<file path="src/rtl/song_transport_if.sv">
// Command, configuration and status bundle between a transport master and
// song_transport_ctrl.
interface song_transport_if #(
  parameter int TICK_DIV_W = 20,
  parameter int SONG_LEN_W = 12
);
  logic                  i_play;
  logic                  i_pause;
  logic                  i_stop;
  logic                  i_cfg_we;
  logic [TICK_DIV_W-1:0] i_cfg_tick_div;
  logic [3:0]            i_cfg_note_ticks;
  logic [SONG_LEN_W-1:0] i_cfg_song_len;
  logic                  i_cfg_loop;
  logic                  o_tick_stb;
  logic                  o_note_stb;
  logic                  o_chan_rst;
  logic [1:0]            o_state;
  logic [SONG_LEN_W-1:0] o_note_pos;
  logic                  o_done;

  modport master (
    output i_play, i_pause, i_stop, i_cfg_we,
    output i_cfg_tick_div, i_cfg_note_ticks, i_cfg_song_len, i_cfg_loop,
    input  o_tick_stb, o_note_stb, o_chan_rst, o_state, o_note_pos, o_done
  );

  modport slave (
    input  i_play, i_pause, i_stop, i_cfg_we,
    input  i_cfg_tick_div, i_cfg_note_ticks, i_cfg_song_len, i_cfg_loop,
    output o_tick_stb, o_note_stb, o_chan_rst, o_state, o_note_pos, o_done
  );
endinterface

</file>
<file path="src/rtl/song_transport_ctrl.sv">
// Song transport controller: play/pause/stop sequencing, shared tick and note
// strobes for the channel sequencers, and song position / end-of-pass tracking.
module song_transport_ctrl #(
  parameter int TICK_DIV_W         = 20,
  parameter int DEFAULT_TICK_DIV   = 416666,
  parameter int DEFAULT_NOTE_TICKS = 7,
  parameter int SONG_LEN_W         = 12,
  parameter int DEFAULT_SONG_LEN   = 0
) (
  input  logic             i_clk,
  input  logic             i_rst_n,
  song_transport_if.slave  bus
);

  typedef enum logic [1:0] {
    ST_STOPPED = 2'd0,
    ST_START   = 2'd1,
    ST_PLAYING = 2'd2,
    ST_PAUSED  = 2'd3
  } state_t;

  state_t                state_r, state_nxt_s;
  logic [TICK_DIV_W-1:0] tick_cnt_r, tick_cnt_nxt_s, cfg_tick_div_r;
  logic [3:0]            frame_cnt_r, frame_cnt_nxt_s, cfg_note_ticks_r;
  logic [SONG_LEN_W-1:0] note_pos_r, note_pos_nxt_s, cfg_song_len_r;
  logic                  cfg_loop_r;
  logic                  tick_stb_r, tick_stb_nxt_s;
  logic                  note_stb_r, note_stb_nxt_s;
  logic                  done_r, done_nxt_s;
  logic                  chan_rst_r;
  logic                  end_of_pass_s;

  assign end_of_pass_s = (cfg_song_len_r != SONG_LEN_W'(0)) &&
                         (note_pos_r == cfg_song_len_r - SONG_LEN_W'(1));

  // Next-state, counter and strobe decode; stop dominates play, play dominates pause
  always_comb begin
    state_nxt_s     = state_r;
    tick_cnt_nxt_s  = tick_cnt_r;
    frame_cnt_nxt_s = frame_cnt_r;
    note_pos_nxt_s  = note_pos_r;
    tick_stb_nxt_s  = 1'b0;
    note_stb_nxt_s  = 1'b0;
    done_nxt_s      = 1'b0;
    case (state_r)
      ST_STOPPED: begin
        tick_cnt_nxt_s  = TICK_DIV_W'(0);
        frame_cnt_nxt_s = 4'd0;
        note_pos_nxt_s  = SONG_LEN_W'(0);
        if (!bus.i_stop && bus.i_play) begin
          state_nxt_s = ST_START;
        end else begin
          state_nxt_s = ST_STOPPED;
        end
      end
      ST_START: begin
        tick_cnt_nxt_s  = TICK_DIV_W'(0);
        frame_cnt_nxt_s = 4'd0;
        note_pos_nxt_s  = SONG_LEN_W'(0);
        if (bus.i_stop) begin
          state_nxt_s = ST_STOPPED;
        end else begin
          state_nxt_s = ST_PLAYING;
        end
      end
      ST_PLAYING: begin
        if (bus.i_stop) begin
          state_nxt_s     = ST_STOPPED;
          tick_cnt_nxt_s  = TICK_DIV_W'(0);
          frame_cnt_nxt_s = 4'd0;
          note_pos_nxt_s  = SONG_LEN_W'(0);
        end else if (bus.i_pause) begin
          state_nxt_s = ST_PAUSED;
        end else if (tick_cnt_r == cfg_tick_div_r) begin
          tick_cnt_nxt_s = TICK_DIV_W'(0);
          tick_stb_nxt_s = 1'b1;
          if (frame_cnt_r == cfg_note_ticks_r) begin
            frame_cnt_nxt_s = 4'd0;
            note_stb_nxt_s  = 1'b1;
            if (end_of_pass_s) begin
              note_pos_nxt_s = SONG_LEN_W'(0);
              done_nxt_s     = 1'b1;
              if (cfg_loop_r) begin
                state_nxt_s = ST_PLAYING;
              end else begin
                state_nxt_s = ST_STOPPED;
              end
            end else begin
              note_pos_nxt_s = note_pos_r + SONG_LEN_W'(1);
            end
          end else begin
            frame_cnt_nxt_s = frame_cnt_r + 4'd1;
          end
        end else begin
          tick_cnt_nxt_s = tick_cnt_r + TICK_DIV_W'(1);
        end
      end
      ST_PAUSED: begin
        if (bus.i_stop) begin
          state_nxt_s     = ST_STOPPED;
          tick_cnt_nxt_s  = TICK_DIV_W'(0);
          frame_cnt_nxt_s = 4'd0;
          note_pos_nxt_s  = SONG_LEN_W'(0);
        end else if (bus.i_play) begin
          state_nxt_s = ST_PLAYING;
        end else begin
          state_nxt_s = ST_PAUSED;
        end
      end
      default: begin
        state_nxt_s     = ST_STOPPED;
        tick_cnt_nxt_s  = TICK_DIV_W'(0);
        frame_cnt_nxt_s = 4'd0;
        note_pos_nxt_s  = SONG_LEN_W'(0);
      end
    endcase
  end

  // Transport state register
  always_ff @(posedge i_clk or negedge i_rst_n) begin
    if (!i_rst_n) begin
      state_r <= ST_STOPPED;
    end else begin
      state_r <= state_nxt_s;
    end
  end

  // Counters and output strobes; chan_rst is high for the whole START cycle
  always_ff @(posedge i_clk or negedge i_rst_n) begin
    if (!i_rst_n) begin
      tick_cnt_r  <= TICK_DIV_W'(0);
      frame_cnt_r <= 4'd0;
      note_pos_r  <= SONG_LEN_W'(0);
      tick_stb_r  <= 1'b0;
      note_stb_r  <= 1'b0;
      done_r      <= 1'b0;
      chan_rst_r  <= 1'b0;
    end else begin
      tick_cnt_r  <= tick_cnt_nxt_s;
      frame_cnt_r <= frame_cnt_nxt_s;
      note_pos_r  <= note_pos_nxt_s;
      tick_stb_r  <= tick_stb_nxt_s;
      note_stb_r  <= note_stb_nxt_s;
      done_r      <= done_nxt_s;
      chan_rst_r  <= (state_nxt_s == ST_START);
    end
  end

  // Configuration is writable only while stopped
  always_ff @(posedge i_clk or negedge i_rst_n) begin
    if (!i_rst_n) begin
      cfg_tick_div_r   <= TICK_DIV_W'(DEFAULT_TICK_DIV);
      cfg_note_ticks_r <= 4'(DEFAULT_NOTE_TICKS);
      cfg_song_len_r   <= SONG_LEN_W'(DEFAULT_SONG_LEN);
      cfg_loop_r       <= 1'b1;
    end else if (bus.i_cfg_we && (state_r == ST_STOPPED)) begin
      cfg_tick_div_r   <= bus.i_cfg_tick_div;
      cfg_note_ticks_r <= bus.i_cfg_note_ticks;
      cfg_song_len_r   <= bus.i_cfg_song_len;
      cfg_loop_r       <= bus.i_cfg_loop;
    end else begin
      cfg_tick_div_r   <= cfg_tick_div_r;
      cfg_note_ticks_r <= cfg_note_ticks_r;
      cfg_song_len_r   <= cfg_song_len_r;
      cfg_loop_r       <= cfg_loop_r;
    end
  end

  assign bus.o_tick_stb = tick_stb_r;
  assign bus.o_note_stb = note_stb_r;
  assign bus.o_chan_rst = chan_rst_r;
  assign bus.o_state    = state_r;
  assign bus.o_note_pos = note_pos_r;
  assign bus.o_done     = done_r;

endmodule

</file>
<file path="src/flat_wrapper.sv">
// flat-port wrapper written by rule: the top's interface ports become plain ports
module song_transport_ctrl_flat 
#(
  parameter int TICK_DIV_W         = 20,
  parameter int DEFAULT_TICK_DIV   = 416666,
  parameter int DEFAULT_NOTE_TICKS = 7,
  parameter int SONG_LEN_W         = 12,
  parameter int DEFAULT_SONG_LEN   = 0
)
  (i_clk, i_rst_n, bus_i_play, bus_i_pause, bus_i_stop, bus_i_cfg_we, bus_i_cfg_tick_div, bus_i_cfg_note_ticks, bus_i_cfg_song_len, bus_i_cfg_loop, bus_o_tick_stb, bus_o_note_stb, bus_o_chan_rst, bus_o_state, bus_o_note_pos, bus_o_done);
  song_transport_if #(.TICK_DIV_W(TICK_DIV_W), .SONG_LEN_W(SONG_LEN_W)) bus_i ();
  input  logic i_clk;
  input  logic i_rst_n;
  input wire logic [$bits(bus_i.i_play)-1:0] bus_i_play;
  input wire logic [$bits(bus_i.i_pause)-1:0] bus_i_pause;
  input wire logic [$bits(bus_i.i_stop)-1:0] bus_i_stop;
  input wire logic [$bits(bus_i.i_cfg_we)-1:0] bus_i_cfg_we;
  input wire logic [$bits(bus_i.i_cfg_tick_div)-1:0] bus_i_cfg_tick_div;
  input wire logic [$bits(bus_i.i_cfg_note_ticks)-1:0] bus_i_cfg_note_ticks;
  input wire logic [$bits(bus_i.i_cfg_song_len)-1:0] bus_i_cfg_song_len;
  input wire logic [$bits(bus_i.i_cfg_loop)-1:0] bus_i_cfg_loop;
  output wire logic [$bits(bus_i.o_tick_stb)-1:0] bus_o_tick_stb;
  output wire logic [$bits(bus_i.o_note_stb)-1:0] bus_o_note_stb;
  output wire logic [$bits(bus_i.o_chan_rst)-1:0] bus_o_chan_rst;
  output wire logic [$bits(bus_i.o_state)-1:0] bus_o_state;
  output wire logic [$bits(bus_i.o_note_pos)-1:0] bus_o_note_pos;
  output wire logic [$bits(bus_i.o_done)-1:0] bus_o_done;
  assign bus_i.i_play = bus_i_play;
  assign bus_i.i_pause = bus_i_pause;
  assign bus_i.i_stop = bus_i_stop;
  assign bus_i.i_cfg_we = bus_i_cfg_we;
  assign bus_i.i_cfg_tick_div = bus_i_cfg_tick_div;
  assign bus_i.i_cfg_note_ticks = bus_i_cfg_note_ticks;
  assign bus_i.i_cfg_song_len = bus_i_cfg_song_len;
  assign bus_i.i_cfg_loop = bus_i_cfg_loop;
  assign bus_o_tick_stb = bus_i.o_tick_stb;
  assign bus_o_note_stb = bus_i.o_note_stb;
  assign bus_o_chan_rst = bus_i.o_chan_rst;
  assign bus_o_state = bus_i.o_state;
  assign bus_o_note_pos = bus_i.o_note_pos;
  assign bus_o_done = bus_i.o_done;
  song_transport_ctrl #(.TICK_DIV_W(TICK_DIV_W), .DEFAULT_TICK_DIV(DEFAULT_TICK_DIV), .DEFAULT_NOTE_TICKS(DEFAULT_NOTE_TICKS), .SONG_LEN_W(SONG_LEN_W), .DEFAULT_SONG_LEN(DEFAULT_SONG_LEN)) u_core (.i_clk(i_clk), .i_rst_n(i_rst_n), .bus(bus_i));
endmodule
</file>
<file path="config.mk">
export PLATFORM = sky130hd
export DESIGN_NAME = song_transport_ctrl_flat
export DESIGN_NICKNAME = d
export VERILOG_FILES = /design/src/rtl/song_transport_if.sv /design/src/rtl/song_transport_ctrl.sv /design/src/flat_wrapper.sv
export SDC_FILE = /design/constraint.sdc
export NUM_CORES = 1
export LEC_CHECK = 0
export CAP_MARGIN = 20
export CORE_ASPECT_RATIO = 2
export CORE_MARGIN = 3
export CORE_UTILIZATION = 35
export CTS_BUF_LIST = sky130_fd_sc_hd__clkbuf_16
export CTS_CLUSTER_SIZE = 20
export DETAILED_ROUTE_END_ITERATION = 10
export SLEW_MARGIN = 40
export SYNTH_ARGS = -nofsm -noshare
export SYNTH_HDL_FRONTEND = slang
export SYNTH_SLANG_ARGS = --single-unit
</file>
<file path="constraint.sdc">
create_clock -name i_clk -period 3.4 [get_ports i_clk]
set_input_delay 0.68 -clock i_clk [delete_from_list [all_inputs] [get_ports i_clk]]
set_output_delay 0.68 -clock i_clk [all_outputs]
set_load 0.02 [all_outputs]
</file>
==> reports/metrics.csv <==
metric,value,unit
layout net count,493,
Worst Skew,6.32,ps
Yosys reg bits,79,
Hold Buf Count CTS,0,
Setup TNS Final,0,ps
max cap viols,0,
Core Area,11400,um2
Setup CP Type,reg -> reg,
Slew Limit Headroom,0.519,
gr ovfl total,0,
Synth async-reset ratio,1.00,
cell area after synthesis,4100,um2
initial antenna violation count,0,
Syn Nets,431,
Worst-Margin Slew,722,ps
vias in the first global route,3250,
Worst VDD drop,0.324,mV
syn_area_per_cell,10.7,um2
IO buf count,60,
Period minus WS final,3000,ps
status,"finished, final reports clean",
design area,5160,um2
Yosys cell types,51,
CP Data Arrival Time,3230,ps
"Most Used Layer, Global Route",met2,
die height,159,um
drt first pass iters,4,
fmax,333,MHz
die width,82.5,um
P per Cell Area,518,nW/um2
CTS H-tree depth,3,
CP required,3620,ps
initial DRC count,113,
FP Rows,55,
Setup-failing EPs final,0,
Worst Hold Class,in -> async,
Vias,3130,
met2 Usage GRT,0.299,
ANT cells,0,
max-slew violation count,0,
GRT met1 Usage,0.152,
drt total wl,9.67,mm
crit-path max FO,11,
register area share after synthesis,0.487,
worst skew pair latency,340,ps
layout cells sized above 1,0.169,
Util after Layout,0.454,
Avg WL per Cell,16.3,um
root buf cell,clkbuf_16,
"Setup Fix Bufs, Post-CTS",0,
RSZ-0062 raised after global routing,no,
crit path launch type,flip-flop,
global-route wire length before repair,15.7,mm
# clock sinks,79,
initial core utilization,0.361,
routability congestion estimate,0.779,
Fin. Hold Viols,0,
predominant post-synthesis flop cell,dfrtp_1,
Clock Tree Buf Depth,2,
clock slew at reported path FFs,60,ps
vias per cell,5.28,
Total GRT Usage,0.158,
Post-DP Area,4840,um2
Post-synth EDFFs,0,
post-route ant nets,0,
io pins,61,
PostCTS Resize Cnt,0,
CTS tree,yes,
Syn Inst Count,384,
pin count of the biggest net entering global routing,80,
Leakage,2.02,nW
met3 global-route usage,0.0351,
Die ar.,13100,um2
DRC,0,
Num CTS Buffers,9,
yosys warns,0,
Area Overhead vs Synth,25.7,%
critical path endpoint category,flip-flop,
fin crit share,0.884,
dpl hpwl,7.36,mm
[critical path: stages (launching register included)]
cell and delay (ps):
dfrtp_1 430, inv_1 100, ha_1 230, or4b_2 620, nor4_1 260, o21ai_1 90
nor4_1 360, a31o_2 340, nor2_2 120, a221o_1 350
[layer usage]
layer	part of all wire	wire length, um	up-vias
met4	0.033	317	0
met3	0.042	409	25
li1	-	-	1489
met1	0.35	3340	1536
met2	0.58	5600	80
met5	0	0	-
[path summary, 6_finish.rpt]
check	cells past startpoint	startpoint	slack (ps)	endpoint
worst min register to register	1	u_core.cfg_tick_div_r[10]	530	u_core.cfg_tick_div_r[10]
max in group asynchronous	1	i_rst_n	2520	u_core.tick_cnt_r[10]
min in group i_clk	1	u_core.cfg_tick_div_r[10]	530	u_core.cfg_tick_div_r[10]
worst max register to register	9	u_core.cfg_song_len_r[0]	400	u_core.bus.o_note_pos[5]
worst min-delay path	1	i_rst_n	360	u_core.cfg_song_len_r[8]
worst max-delay path	9	u_core.cfg_song_len_r[0]	400	u_core.bus.o_note_pos[5]
[kinds of logic (layout without fill, tap and decap cells)]
| kind of cell | after synthesis | after routing | synth area share |
|---|---|---|---|
| AND/OR/NAND/NOR | 141 | 141 | 0.177 |
| adder cells (fa/ha/maj) | 4 | 4 | 0.0122 |
| flip-flops | 79 | 79 | 0.487 |
| buffers and inverters | 19 | 86 | 0.0223 |
| multiplexers | 36 | 36 | 0.0982 |
| XOR/XNOR | 54 | 54 | 0.119 |
| AO/OA/AOI/OAI | 51 | 51 | 0.0851 |
[placed cells by master, fill, tap and decap left out, types with 5 or more instances in the layout]
master / n
o21ai_0: 19
nand2_1: 26
dfrtp_1: 64
clkdlybuf4s50_1: 59
nand2b_1: 5
dfstp_2: 15
nor3_1: 9
nor2b_1: 6
nor4_1: 8
a22o_1: 7
nand4_1: 11
mux2_2: 34
nor2_1: 33
nand3_1: 17
and3_1: 7
clkbuf_16: 9
inv_1: 8
xor2_1: 19
xnor2_1: 34
[flip-flops by register name, indices dropped and copies added, names as in the netlist]
name and cells:
u_core.bus.o_note_stb 1, u_core.cfg_song_len_r 12, u_core.cfg_loop_r 1, u_core.bus.o_done 1, u_core.bus.o_note_pos 12, u_core.frame_cnt_r 4, u_core.cfg_note_ticks_r 4, u_core.bus.o_tick_stb 1
u_core.tick_cnt_r 20, u_core.bus.o_chan_rst 1, u_core.cfg_tick_div_r 20, u_core.bus.o_state 2
[through the flow]
step | instances | hold slack (ps) | power [mW] | worst slack [ps]
after detailed placement | 577 | 523 | 1.67 | 305
after global placement | 577 | 517 | 1.65 | 398
after global routing | 593 | 428 | 2.80 | 275
after CTS | 593 | 398 | 2.70 | 400
final | 593 | 365 | 2.67 | 396
after floorplan | 384 | 384 | 1.50 | 777
[area by class of cell]
cell class | count | area [um2]
Timing Repair Buffer | 64 | 632
Tap cell | 142 | 178
Inverter | 6 | 22.5
Multi-Input combinational cell | 286 | 2010
Clock inverter | 7 | 90.1
Clock buffer | 9 | 225
Fill cell | 1113 | 6200
Sequential cell | 79 | 2000
[report_power, final]
| group | total [mW] | switching, mW | internal, mW |
|---|---|---|---|
| registers | 1.19 | 0.118 | 1.07 |
| logic | 0.451 | 0.191 | 0.260 |
| clock network | 1.03 | 0.389 | 0.639 |
| total | 2.67 | 0.698 | 1.97 |
[Yosys cell counts, types with 5 or more instances]
cell type	number	area [um2]
mux2_2	34	383
nor3_1	9	45.0
xnor2_1	34	298
dfstp_2	15	394
dfrtp_1	64	1600
a22o_1	7	61.3
clkbuf_1	6	22.5
nand3_1	17	85.1
nand4_1	11	68.8
nor2b_1	6	37.5
nor2_1	33	124
nor4_1	8	50.1
o21ai_0	19	95.1
nand2_1	26	97.6
nand2b_1	5	31.3
and3_1	7	43.8
inv_1	6	22.5
xor2_1	19	166
Power figures use the tool's default switching activity.
